`src/rtl/mcu_fetch.sv`:
```
// Instruction fetch stage: streams 16-bit words from a synchronous
// instruction RAM into a 2-entry {pc,data} buffer that feeds decode.
// A redirect flushes the buffer and refetches from a new address.
//
// Handshake: ins_valid/ins_ready follow strict valid/ready semantics.
// A word moves to decode on a rising edge where ins_valid=1 and
// ins_ready=1. ins_valid, ins_data and ins_pc depend only on registers
// (and reset), never on ins_ready. They stay stable while ins_valid=1
// and ins_ready=0.
module mcu_fetch #(
    parameter logic [11:0] RESET_PC   = 12'h000,
    parameter int          FIFO_DEPTH = 2
) (
    input  logic        clk,
    input  logic        reset,
    output logic [11:0] ram_ad,
    output logic        ram_ce,
    output logic        ram_oce,
    output logic        ram_wre,
    input  logic [15:0] ram_dout,
    input  logic        redirect,
    input  logic [11:0] redirect_pc,
    output logic        ins_valid,
    input  logic        ins_ready,
    output logic [15:0] ins_data,
    output logic [11:0] ins_pc
);

    // Buffer capacity; the entry logic below is written for two slots.
    localparam logic [2:0] LP_DEPTH = 3'(FIFO_DEPTH);

    logic [11:0] r_fetch_pc;   // next address to read
    logic [11:0] r_tag;        // address of the read currently in flight
    logic        r_inflight;   // a RAM read returns this cycle
    logic        r_squash;     // returning word belongs to a flushed stream
    logic [1:0]  r_count;      // buffered entries (0..2)
    logic [11:0] r_pc0;        // slot 0 is always the head
    logic [15:0] r_data0;
    logic [11:0] r_pc1;
    logic [15:0] r_data1;

    logic        w_pop;
    logic        w_push;
    logic [2:0]  w_occupancy;
    logic        w_wr_slot1;

    assign ram_ad    = r_fetch_pc;
    assign ram_oce   = 1'b1;
    assign ram_wre   = 1'b0;

    assign ins_valid = ~reset & (r_count != 2'd0);
    assign ins_data  = r_data0;
    assign ins_pc    = r_pc0;

    assign w_pop  = ins_valid & ins_ready;
    assign w_push = r_inflight & ~r_squash;

    // Entries that will be owed space after this edge: buffered plus the
    // word in flight, minus the one leaving. A new read is only issued
    // when its data is guaranteed a slot, so the buffer never overflows.
    assign w_occupancy = {1'b0, r_count} + {2'b00, r_inflight} - {2'b00, w_pop};
    assign ram_ce      = ~reset & ~redirect & (w_occupancy < LP_DEPTH);

    // A pushed word lands behind whatever survives this edge's pop.
    assign w_wr_slot1  = (r_count - {1'b0, w_pop}) != 2'd0;

    // Fetch address, in-flight tracking, redirect flush and buffer update.
    always_ff @(posedge clk) begin
        if (reset) begin
            r_fetch_pc <= RESET_PC;
            r_tag      <= 12'h000;
            r_inflight <= 1'b0;
            r_squash   <= 1'b0;
            r_count    <= 2'd0;
            r_pc0      <= 12'h000;
            r_data0    <= 16'h0000;
            r_pc1      <= 12'h000;
            r_data1    <= 16'h0000;
        end else begin
            r_inflight <= ram_ce;
            if (ram_ce) begin
                r_tag      <= r_fetch_pc;
                r_fetch_pc <= r_fetch_pc + 12'd1;
            end

            if (redirect) begin
                // The word returning now belongs to the old stream; any
                // transfer this cycle has already completed for decode.
                r_fetch_pc <= redirect_pc;
                r_count    <= 2'd0;
                r_squash   <= r_inflight;
            end else begin
                r_squash <= 1'b0;
                if (w_pop) begin
                    r_pc0   <= r_pc1;
                    r_data0 <= r_data1;
                end
                // Later assignment wins, so a push into slot 0 overrides
                // the shift above when the buffer drains to empty.
                if (w_push) begin
                    if (w_wr_slot1) begin
                        r_pc1   <= r_tag;
                        r_data1 <= ram_dout;
                    end else begin
                        r_pc0   <= r_tag;
                        r_data0 <= ram_dout;
                    end
                end
                r_count <= r_count + {1'b0, w_push} - {1'b0, w_pop};
            end
        end
    end

endmodule
```
`config.mk`:
```
export PLATFORM = sky130hd
export DESIGN_NAME = mcu_fetch
export DESIGN_NICKNAME = d
export VERILOG_FILES = /design/src/rtl/mcu_fetch.sv
export SDC_FILE = /design/constraint.sdc
export NUM_CORES = 1
export LEC_CHECK = 0
export ABC_CLOCK_PERIOD_IN_PS = 4000
export CAP_MARGIN = 20
export CORE_ASPECT_RATIO = 0.6
export CORE_MARGIN = 2
export CORE_UTILIZATION = 40
export CTS_CLUSTER_DIAMETER = 100
export DETAILED_ROUTE_END_ITERATION = 10
export SYNTH_ARGS = -nofsm -noshare
export SYNTH_HDL_FRONTEND = slang
export SYNTH_SLANG_ARGS = --single-unit
export TNS_END_PERCENT = 10
```
`constraint.sdc`:
```
create_clock -name clk -period 4 [get_ports clk]
set_input_delay 0.8 -clock clk [delete_from_list [all_inputs] [get_ports clk]]
set_output_delay 0.8 -clock clk [all_outputs]
set_load 0.01 [all_outputs]
```
Word-level counts from Yosys, hierarchy flattened

Cells that the tools add are included.

Flip-flop bits (word level): 84
Input bits: 32
Output and inout bits: 44
Logic and storage cells: 38

$add $sub $neg: 6
Order comparisons: 1
Muxes and demuxes: 8
Bitwise operators: 8
Reduce and logical (&&, ||, !) cells: 6

Operator list:

| cell                                                                          | number |
|---|---|
| 12-bit two-way mux                                                            | 5 |
| 16-bit two-way mux                                                            | 3 |
| 12-bit by 1-bit adder with 12-bit output (second input constant)              | 1 |
| 2-bit nonzero test                                                            | 3 |
| 1-bit bitwise AND                                                             | 5 |
| 2-bit OR reduction                                                            | 2 |
| 2-bit by 1-bit subtractor with 2-bit output                                   | 2 |
| 2-bit by 1-bit adder with 3-bit output                                        | 1 |
| 3-bit by 2-bit less-than comparator with 1-bit output (second input constant) | 1 |
| 1-bit NOT                                                                     | 3 |
| 3-bit AND reduction                                                           | 1 |
| 3-bit by 1-bit subtractor with 3-bit output                                   | 1 |
| 2-bit by 1-bit adder with 2-bit output                                        | 1 |

Longest topological paths before layout

Depth after elaboration: 8
Mapped depth: 14
Gate-level depth less buffers: 10

Worst setup path before layout

No wires, ideal clock.

Kind: in2out
Start point: input reset
End point: output ram_ce
Arrival time: 3.117 ns
Required time: 3.200 ns
Setup slack: 0.083 ns
Stages: 12
Buffers on the path: 3
Cells stage by stage: o21ba_2 > nand2_1 > buf_2 > buf_2 > inv_1 > ha_1 > nand2b_1 > fa_1 > xnor2_4 > nand3_4 > buf_2 > inv_1

Word-level cells in the longest chain between the ends: 6
Elaborated cells on any way between the ends: 7
Classes of those cells: 1 x add/sub; 1 x order compare; 5 x bitwise

Ends and longest elaborated chain:

| element                                               | line   | source |
|---|---|---|
| start, declared                                       | 15     | `input logic reset,` |
| 1-bit NOT *                                           | 51, 62 |  |
| 1-bit bitwise AND                                     | 51     | `assign ins_valid = ~reset & (r_count != 2'd0);` |
| 1-bit bitwise AND                                     | 55     | `assign w_pop = ins_valid & ins_ready;` |
| 3-bit by 1-bit subtractor with 3-bit output           | 61     | `assign w_occupancy = {1'b0, r_count} + {2'b00, r_inflight} - {2'b00, w_pop};` |
| 3-bit by 2-bit less-than comparator with 1-bit output | 62     | `assign ram_ce = ~reset & ~redirect & (w_occupancy < LP_DEPTH);` |
| 1-bit bitwise AND *                                   | 62     |  |
| end, declared                                         | 17     | `output logic ram_ce,` |

Mark *: on every way between the ends. The rest lies on a longest branch, timed or not.

Worst setup path after layout

Start point: input ins_ready
End point: output ram_ce

Word-level cells in the longest chain between the ends: 4

Ends and longest elaborated chain:

| element                                               | line | source |
|---|---|---|
| start, declared                                       | 24   | `input logic ins_ready,` |
| 1-bit bitwise AND                                     | 55   |  |
| 3-bit by 1-bit subtractor with 3-bit output           | 61   |  |
| 3-bit by 2-bit less-than comparator with 1-bit output | 62   |  |
| 1-bit bitwise AND                                     | 62   |  |

Every way passes these cells.

==> flow_summary.yaml <==
yosys:
  synth_xor_area_share_pct: 3.10
  synth_edf_count: 0
  synthTopCellsByCount: "dfxtp_1, nand2_1, inv_1"
  synth_cell_types: 42
  ys_top_cells_by_area: "dfxtp_1, a221oi_1, nand2_1"
  avgSynthCellArea_um2: 8.53
  synth_compound_area_share_pct: 18.4
  async_flop_share_pct: 0
  synth-seq-cells: 84
  synth.mux.area_fraction_pct: 3.51
  synth.top_cell.area_share_pct: 45.3
  synth_cells: 435
  ys.flop_type: "dfxtp_1"
  yosysWarnings: 0
  synth_most_common_cell: "dfxtp_1"
  syn-num-nets: 472
  ys_seq_area_share_pct: 45.3
  synth-adder-area-share_pct: 1.89
  syn_area_um2: 3710
  yosysTopAreaCell: "dfxtp_1"
  synth_top_family_by_area: "simple AND/OR/NAND/NOR gates"
  synthSimpleGateAreaFrac_pct: 19.5
finish:
  drive_above_1_share_pct: 12.0
  fin_util_pct: 52.8
  nFillCells: 837
  multiInputGateArea_um2: 1740
  areaGrowthSynthToFinish_pct: 29.4
  diodes: 0
  nets: 531
  seqCellArea_um2: 1680
  stdcell_count: 614
timing:
  rsz0062_at_grt: "false"
  whs_ns: 0.450
  setup_viol: 0
  worst_pin_slew_ns: 0.997
  clock_skew_ns: 0.00684
  hold_viol: 0
  slew_headroom_pct: 33.5
  fmaxAchievable_ghz: 0.256
  min_period_ns: 3.90
  slew_violations: 0
  fin_crit_sh_pct: 97.5
setup_path:
  path_class: "in -> out"
  max_stage_delay_ns: 0.53
  critPathMaxFanout: 3
  critPathRequiredTime_ns: 3.20
  cp-start-kind: "input pin"
  slowest_stage: "clkdlybuf4s50_1"
  end_kind: "output port"
  cp.arrival_ns: 3.10
  crit_chain: "clkdlybuf4s50_1 > nand2_1 > inv_1 > ha_1 > nand2b_1 > fa_2 > xnor2_4 > nand3_4 > inv_1 > clkdlybuf4s50_1"
worst_hold_path:
  min_path_type: "reg -> reg"
floorplan:
  die_x_um: 128
  start_util_pct: 40.8
  io_pins: 76
  die-area_um2: 10100
  core_um2: 9090
  die_h_um: 78.6
  rows: 27
pwr:
  power_density_nw_per_um2: 418
  ir_drop_v: 0.000213
  p_switching_mw: 0.490
  swShare_pct: 24.4
  p_int_mw: 1.52
  p_seq_share_pct: 45.2
  combinationalPowerShare_pct: 14.1
  p_clk_share_pct: 40.7
  leakage_nw: 1.88
clock_network:
  worstSkewPairLatency_ns: 0.34
  cts-root-buf: "clkbuf_16"
  cts_max_path_buffers: 2
  cts_htree_levels: 3
  cts_sinks: 84
  clk_pin_slew_worst_paths_ns: 0.06
  numCtsBuffers: 9
  cts_tree: "done"
global_routing:
  antenna_found_initial: 0
  track_usage_pct: 19.2
  grt_pass1_wl_mm: 15.3
  grt_pass1_vias: 3097
  grt_max_degree: 84
  overflow: 0
route:
  drc_errors: 0
  drt_iter0_markers: 214
  wl_mm: 9.32
  avgViaCountPerCell: 5.29
  ant_nets: 0
  vias: 3250
  first_pass_iters: 4
  avgRoutedWirePerCell_um: 15.2
place:
  dp_hpwl_mm: 6.07
  gp_congestion: 0.856
  portBuffers: 73
  dp.cells: 599
outcome:
  outcome: "finished, final reports clean"
flow_run:
  drv_cap: 0
-- cell type report --
class                           instances  share of cell area, %
Inverter                               36                   2.82
Multi-Input combinational cell        279                   36.2
Clock inverter                          5                   1.09
Tap cell                              116                   3.02
Clock buffer                           10                   4.98
Sequential cell                        84                   35.0
Timing Repair Buffer                   84                   16.8
-- critical path: cells and delay by family --
kind                     cells  cell delay [ns]
adder cells (fa/ha/maj)      2             0.63
AND/OR/NAND/NOR              3             0.34
XOR/XNOR                     1             0.18
buffers and inverters        4             1.13
-- routing by layer --
layer	track usage, %	share of wire (%)	up-vias
met5	0	0	-
met3	5.66	5.2	6
li1	-	-	1622
met1	25.7	50	1530
met2	30.3	44	92
met4	5.27	0.67	0
-- stage by stage --
stage | area, um2 | TNS, ns | power [mW] | setup slack (ns)
6_report | 4800 | 0 | 2.01 | 0.101
5_1_grt | 4800 | 0 | 2.10 | 0.00562
4_1_cts | 4800 | 0 | 2.03 | 0.0838
3_5_place_dp | 4510 | -0.00246 | 1.21 | -0.00246
3_3_place_gp | 4510 | 0 | 1.20 | 0.0101
2_1_floorplan | 3710 | 0 | 1.08 | 0.0826
-- state kept, by name, indices dropped and copies added (netlist names) --
register    flops
ins_pc         12
ins_data       16
r_inflight      1
r_count         2
r_squash        1
ram_ad         12
r_data1        16
r_pc1          12
r_tag          12
-- power groups by stage --
stage,combinational (mW),clock [mW],sequential [mW]
after floorplan,0.145,0,0.930
after global placement,0.279,0,0.924
after detailed placement,0.283,0,0.925
after CTS,0.285,0.839,0.907
after global routing,0.310,0.881,0.911
final,0.283,0.817,0.907
-- what timing repair did --
| item | CTS | global route |
|---|---|---|
| hold buffers | 0 | 0 |
| buffers inserted | 0 | 0 |
| endpoints found under the setup margin | 1 | 0 |
| gates resized for setup | 1 | 0 |
-- path summary, 6_finish.rpt --
kind                    start           to  slack [ns]  cells past startpoint
setup / recovery    ins_ready       ram_ce        0.10                     10
hold / removal    r_data1[13]  r_data1[13]        0.45                      2
setup reg to reg   r_count[0]   ram_ad[10]        0.98                     11
hold reg to reg   r_data1[13]  r_data1[13]        0.45                      2
-- cells in the final DEF, fill, tap and decap left out, types with 2 or more instances in the layout --
| cell | synthesis | final |
|---|---|---|
| nor3_1 | 5 | 5 |
| nand4_1 | 5 | 5 |
| inv_1 | 36 | 36 |
| nand2_1 | 63 | 63 |
| clkinv_2 | 0 | 3 |
| clkbuf_16 | 0 | 9 |
| nand2b_1 | 3 | 3 |
| or3_1 | 3 | 3 |
| a221oi_1 | 28 | 28 |
| xor2_1 | 6 | 6 |
| a211oi_1 | 7 | 7 |
| a21oi_1 | 28 | 28 |
| nand3_1 | 6 | 6 |
| ha_1 | 4 | 4 |
| buf_4 | 2 | 11 |
| nor2_1 | 22 | 22 |
| or2_2 | 28 | 28 |
| dfxtp_1 | 84 | 84 |
| conb_1 | 2 | 2 |
| a311oi_1 | 2 | 2 |
| nor4_1 | 2 | 2 |
| o21ai_0 | 2 | 2 |
| clkdlybuf4s50_1 | 0 | 72 |
| and3_1 | 4 | 4 |
| mux2i_1 | 13 | 13 |
| xnor2_1 | 4 | 4 |
| o22ai_1 | 28 | 28 |
-- logic make-up (layout without fill, tap and decap cells) --
kind of cell	after synthesis	count (layout)
fa+ha+maj	5	5
mux	13	13
xor+xnor	11	11
compound gates	100	100
other cells	2	2
flops	84	84
buf+inv	72	135
simple gates	148	148
Power figures use the tool's default switching activity.
